===== src/rtl/key_pkg.sv =====
// Shared constants for the pushbutton conditioner: key count and the
// bit layout of the 32-bit status word presented to the CPU.
package key_pkg;

    localparam int N_KEYS    = 4;
    localparam int PCNT_W    = 4;
    localparam int WORD_W    = 32;

    localparam int LEVEL_LSB = 0;
    localparam int FLAG_LSB  = 4;
    localparam int CNT_LSB   = 8;

    // Everything above the last press counter reads as zero.
    localparam int RSVD_LSB  = CNT_LSB + N_KEYS * PCNT_W;
    localparam int RSVD_W    = WORD_W - RSVD_LSB;

    // Bit position of a key's press counter inside the status word.
    function automatic int cnt_lsb(input int key);
        return CNT_LSB + key * PCNT_W;
    endfunction

endpackage


===== src/rtl/key_debounce.sv =====
// One pushbutton: two-flop synchroniser, debounce counter with stable
// pressed level, and a registered one-cycle strobe per accepted press.
module key_debounce #(
    parameter int DEBOUNCE_CYCLES = 1000000
) (
    input  logic clk,
    input  logic rst,
    input  logic key_n,
    output logic stable,
    output logic press_event,
    output logic press_pulse
);

    localparam int CW = $clog2(DEBOUNCE_CYCLES);
    localparam logic [CW-1:0] CNT_LAST = CW'(DEBOUNCE_CYCLES - 1);

    logic          sync1_q, sync1_d;
    logic          sync2_q, sync2_d;
    logic          stable_q, stable_d;
    logic [CW-1:0] cnt_q, cnt_d;
    logic          pulse_q, pulse_d;
    logic          pressed_raw;

    always_comb begin
        sync1_d     = key_n;
        sync2_d     = sync1_q;
        pressed_raw = ~sync2_q;
        stable_d    = stable_q;
        cnt_d       = cnt_q;
        press_event = 1'b0;

        // The count only advances while the synchronised level disagrees
        // with the accepted level; any agreement restarts it from zero.
        if (pressed_raw == stable_q) begin
            cnt_d = '0;
        end else if (cnt_q == CNT_LAST) begin
            stable_d    = pressed_raw;
            cnt_d       = '0;
            press_event = pressed_raw;
        end else begin
            cnt_d = cnt_q + CW'(1);
        end

        pulse_d = press_event;
    end

    always_ff @(posedge clk or posedge rst) begin
        if (rst) begin
            sync1_q  <= 1'b1;
            sync2_q  <= 1'b1;
            stable_q <= 1'b0;
            cnt_q    <= '0;
            pulse_q  <= 1'b0;
        end else begin
            sync1_q  <= sync1_d;
            sync2_q  <= sync2_d;
            stable_q <= stable_d;
            cnt_q    <= cnt_d;
            pulse_q  <= pulse_d;
        end
    end

    assign stable      = stable_q;
    assign press_pulse = pulse_q;

endmodule


===== src/rtl/key_input_conditioner.sv =====
// Conditions the four active-low KEY buttons into the CPU status word:
// debounced levels, acknowledgeable sticky press flags and press counters.
module key_input_conditioner
    import key_pkg::*;
#(
    parameter int DEBOUNCE_CYCLES = 1000000
) (
    input  logic              clk,
    input  logic              rst,
    input  logic [N_KEYS-1:0] key_n,
    input  logic [N_KEYS-1:0] ack,
    output logic [WORD_W-1:0] gpio_in,
    output logic [N_KEYS-1:0] press_pulse
);

    logic [N_KEYS-1:0] level;
    logic [N_KEYS-1:0] press_event;
    logic [N_KEYS-1:0] flag_q, flag_d;
    logic [PCNT_W-1:0] pcnt_q [N_KEYS];
    logic [PCNT_W-1:0] pcnt_d [N_KEYS];

    for (genvar g = 0; g < N_KEYS; g++) begin : g_key
        key_debounce #(
            .DEBOUNCE_CYCLES(DEBOUNCE_CYCLES)
        ) u_debounce (
            .clk        (clk),
            .rst        (rst),
            .key_n      (key_n[g]),
            .stable     (level[g]),
            .press_event(press_event[g]),
            .press_pulse(press_pulse[g])
        );
    end

    // A press arriving together with its ack keeps the flag set so the
    // CPU never loses a press it has not yet seen.
    always_comb begin
        flag_d = press_event | (flag_q & ~ack);
        for (int i = 0; i < N_KEYS; i++) begin
            pcnt_d[i] = press_event[i] ? pcnt_q[i] + PCNT_W'(1) : pcnt_q[i];
        end
    end

    always_ff @(posedge clk or posedge rst) begin
        if (rst) begin
            flag_q <= '0;
            for (int i = 0; i < N_KEYS; i++) begin
                pcnt_q[i] <= '0;
            end
        end else begin
            flag_q <= flag_d;
            for (int i = 0; i < N_KEYS; i++) begin
                pcnt_q[i] <= pcnt_d[i];
            end
        end
    end

    // Every field comes straight from a flop; no path from key_n or ack.
    always_comb begin
        gpio_in                         = '0;
        gpio_in[LEVEL_LSB +: N_KEYS]    = level;
        gpio_in[FLAG_LSB  +: N_KEYS]    = flag_q;
        for (int i = 0; i < N_KEYS; i++) begin
            gpio_in[cnt_lsb(i) +: PCNT_W] = pcnt_q[i];
        end
        gpio_in[RSVD_LSB +: RSVD_W]     = '0;
    end

endmodule


===== config.mk =====
export PLATFORM = sky130hd
export DESIGN_NAME = key_input_conditioner
export DESIGN_NICKNAME = d
export VERILOG_FILES = /design/src/rtl/key_pkg.sv /design/src/rtl/key_debounce.sv /design/src/rtl/key_input_conditioner.sv
export SDC_FILE = /design/constraint.sdc
export NUM_CORES = 1
export LEC_CHECK = 0
export ABC_CLOCK_PERIOD_IN_PS = 1740
export CAP_MARGIN = 15
export CORE_ASPECT_RATIO = 1.4
export CORE_MARGIN = 8
export CORE_UTILIZATION = 59
export CTS_BUF_LIST = sky130_fd_sc_hd__clkbuf_4 sky130_fd_sc_hd__clkbuf_8
export DETAILED_ROUTE_END_ITERATION = 8
export DONT_BUFFER_PORTS = 1
export HOLD_SLACK_MARGIN = 0.02
export PLACE_DENSITY = 0.78
export RECOVER_POWER = 50
export REMOVE_ABC_BUFFERS = 1
export SLEW_MARGIN = 10
export SYNTH_ARGS = -nofsm -noshare
export SYNTH_HDL_FRONTEND = slang
export SYNTH_HIERARCHICAL = 1
export SYNTH_SLANG_ARGS = --single-unit

===== constraint.sdc =====
create_clock -name clk -period 1.74 [get_ports clk]
set_input_delay 0.261 -clock clk [delete_from_list [all_inputs] [get_ports clk]]
set_output_delay 0.261 -clock clk [all_outputs]
set_load 0.05 [all_outputs]

==> impl_summary.log <==
[metrics] all-layer global routing usage: 0.1951
[metrics] buffers and inverters on the worst path: 1
[metrics] Finished Layout Cells: 758
[metrics] commonest non-fill, non-tap cell in the layout: dfrtp_1
[metrics] number of violations of the max-capacitance limit: 0
[metrics] Final Hold Slack: about 0.22 ns
[metrics] Reg clk slew, reported paths: 0.07 ns
[metrics] data required time at the worst endpoint: 2.05 ns
[metrics] cell with the largest stage delay on the worst path: dfrtp_1
[metrics] fraction of layout instances using a drive strength above 1: 0.3180
[metrics] DP Cell Count: 700
[metrics] full die area: ~0.013 mm2
[metrics] clk_skew: 0.01038 ns
[metrics] Clock Sinks: approximately 120
[metrics] hpwl dp: about 8200 um
[metrics] WP data arrival: ~2.1 ns
[metrics] setup repair after global routing missed its margin: yes
[metrics] routed wire length: 12900 um
[metrics] count of input and output buffers: 0
[metrics] Die Y: about 130 um
[metrics] setup-violating endpoint count in the final report: 3
[metrics] Nets: ~660
[metrics] # H-tree levels: 4
[metrics] first-pass GRT wire length: approximately 20000 um
[metrics] count of endpoints failing hold in the final timing report: 0
[metrics] violations in the final reports: negative setup slack
[metrics] Async S/R FF share, synth: 1.000
[metrics] core area: between 0.009 and 0.01 mm2
[metrics] Residual DRC: 0
[metrics] effective utilization at floorplan: 0.6082
[metrics] post-synthesis instance area: approximately 0.0055 mm2
[metrics] worst setup slack after layout: -0.04167 ns
[metrics] part of the Yosys area used for sequential elements: 0.5304
[metrics] library cell occupying the most area in the post-synthesis netlist: dfrtp_1
[metrics] number of pins with negative max-slew slack in the final report: 0
[metrics] number of CTS-inserted buffers: 17
[metrics] TritonCTS clock tree: built
[metrics] Layout fillers: about 560
[metrics] Least-Margin Pin Slew: around 0.62 ns
[metrics] first drt pass iteration count: 4
[metrics] FMAX: ~0.56 GHz
[metrics] clock period minus worst slack: between 1.5 and 2 ns
[metrics] Design Power: 5.666 mW
[metrics] Ant. Diodes: 0
[metrics] share of the clock period used by the worst path after layout: 1.024
[metrics] Post-Place Worst Slack: -0.09310 ns
[metrics] result of the run: finished, violations left
[metrics] Crit Path Max Fanout: 4
[metrics] slowest stage delay, CP: between 0.3 and 0.4 ns
[metrics] crit start category: flip-flop
[metrics] number of top-level pins: 46
[metrics] buffer depth of the longest clock path: 2
[metrics] fraction of post-synthesis cell area in the top cell type by area: 0.4921
[metrics] Cell Pwr Density: 806.5 mW/mm2
[metrics] routability congestion estimate from global placement: around 0.84
[metrics] initial antenna violation count: 0
[metrics] Avg Synthesized Cell Area: roughly 11 um2
[metrics] primary flip-flop cell chosen by synthesis mapping: dfrtp_1
[metrics] pin count of the biggest net entering global routing: 25
[metrics] flop and latch count out of synthesis: roughly 120
[metrics] classification of the worst setup path: flip-flop to flip-flop
[metrics] utilization of the core after routing: 0.7781
[metrics] antenna-violating nets left: 0
[metrics] leakage power total: approximately 3.3 nW
[metrics] global route overflow: 0
[metrics] Warnings, synthesis: 6
[metrics] post-detailed-route wirelength per cell: around 17 um
[metrics] number of placement rows: between 40 and 50
[metrics] area growth from synthesis to layout: 27.93%
[metrics] commonest cells after routing, fill and taps aside: 108 x dfrtp_1, 92 x buf_4, 69 x nor2_1, 40 x xnor2_1, 35 x nand2_1
[metrics] worst slew slack as a fraction of its limit: 0.5886
[metrics] largest cells by area after synthesis: dfrtp_1 49%, xnor2_1 6.4%, xor2_1 5.1%, nor2_1 4.9%, dfstp_2 3.8%
[metrics] via count normalized by instance count: 5.821
[metrics] synthesized instance count: 518
[metrics] vias post-DR: ~4400
[metrics] sequence of cells on the critical path: nor4_2 -> and4_1 -> nand3_2 -> nor3_2 -> buf_4 -> nand4_1 -> xnor2_1
[metrics] critical path depth in cells: 7
[metrics] number of enable-type register cells in the synthesized netlist: 0
[metrics] via count of the first global-routing pass: approximately 4500
[metrics] Largest delay share family, worst path: simple AND/OR/NAND/NOR gates
[metrics] clock root buffer: clkbuf_8
[metrics] clock insertion delay at the later pin of the skew report: around 0.44 ns
[metrics] length in cells of the worst reg-to-reg path: 7
[metrics] DIE WIDTH: a little under 100 um
[metrics] First DRT Iteration DRCs: between 200 and 250
[metrics] type of destination of the critical path: flip-flop
[metrics] Synth cell types: 33
[metrics] IR Drop Worst-Case VDD: 0.6695 mV
[metrics] Tightest Hold Check Type: input port to async pin
[per-layer routing]
| layer | track usage | share of wire | up-vias |
|---|---|---|---|
| li1 | - | - | 2049 |
| met1 | 0.2074 | 0.39 | 2199 |
| met2 | 0.3384 | 0.53 | 134 |
| met3 | 0.06769 | 0.060 | 30 |
| met4 | 0.09839 | 0.025 | 0 |
| met5 | 0 | 0 | - |
[flip-flops by register name, indices dropped and copies added (netlist names)]
| name | count |
|---|---|
| g_key.u_debounce/sync1_q | 4 |
| g_key.u_debounce/stable | 4 |
| gpio_in | 16 |
| flag_q | 4 |
| g_key.u_debounce/sync2_q | 4 |
| g_key.u_debounce/press_pulse | 4 |
| g_key.u_debounce/cnt_q | 80 |
[area by class of cell]
class / count / area [um2] / area share
clock buffers: 21 / 270.3 / 0.03847
well taps: 107 / 133.9 / 0.01906
flip-flops and latches: 116 / 2913 / 0.4146
multi-input cells: 369 / 2618 / 0.3726
clock inverters: 11 / 157.7 / 0.02244
inverters: 25 / 93.84 / 0.01336
repair buffers: 109 / 839.6 / 0.1195
[worst reg2reg max path, stage by stage (launching register included)]
cell,delay (ns)
dfrtp_1,0.39
nor4_2,0.28
and4_1,0.26
nand3_2,0.10
nor3_2,0.17
buf_4,0.17
nand4_1,0.12
xnor2_1,0.17
[Yosys cell counts, drive strengths merged, types with 12 or more instances]
| library cell | count |
|---|---|
| a21oi | 16 |
| and4 | 12 |
| dfrtp | 108 |
| inv | 25 |
| nand2 | 36 |
| nand3 | 32 |
| nand4 | 16 |
| nor2 | 72 |
| nor3 | 20 |
| nor4 | 12 |
| o31ai | 12 |
| or4 | 12 |
| xnor2 | 40 |
| xor2 | 32 |
[cell families (layout without fill, tap and decap cells)]
logic type / Yosys count / after routing / share of synthesized area
xor gates and xnor gates: 72 / 72 / 0.1148
and+or+nand+nor: 232 / 232 / 0.2370
other: 1 / 8 / 0.0006829
adders and majority gates: 8 / 8 / 0.01823
buffers and inverters: 41 / 166 / 0.03349
muxes: 8 / 8 / 0.01549
AOI/OAI and AO/OA: 40 / 41 / 0.04990
DFF: 116 / 116 / 0.5304
[where the power goes]
group,total [mW],switching (mW),internal (mW)
logic,0.220,0.159,0.0607
registers,2.77,0.0288,2.74
clock network,2.68,1.05,1.63
total,5.67,1.24,4.43
[path summary, 6_finish.rpt]
check	start	slack, ns	endpoint
min reg2reg	g_key[0].u_debounce/sync1_q	0.36	g_key[0].u_debounce/sync2_q
max reg2reg	g_key[2].u_debounce/cnt_q[10]	-0.04	gpio_in[19]
min in group clk	g_key[0].u_debounce/sync1_q	0.36	g_key[0].u_debounce/sync2_q
max	g_key[2].u_debounce/cnt_q[10]	-0.04	gpio_in[19]
min	rst	0.22	flag_q[2]
max in group asynchronous	rst	0.76	g_key[3].u_debounce/cnt_q[3]
[timing repair]
item,in CTS,in global routing
buffers inserted,8,8
pin swaps,5,21
gates resized for setup,7,34
setup endpoints to repair,7,62
hold endpoints to repair,122,0
gates cloned,0,1
hold buffers,9,0
[stage by stage]
step                 TNS, ns  area (um2)
floorplan             -1.634        5428
global placement    -0.05432        6192
detailed placement   -0.2180        6192
CTS                 -0.04399        6799
global route          -1.617        7025
finish              -0.08751        7025
(Power assumes the default switching activity.)
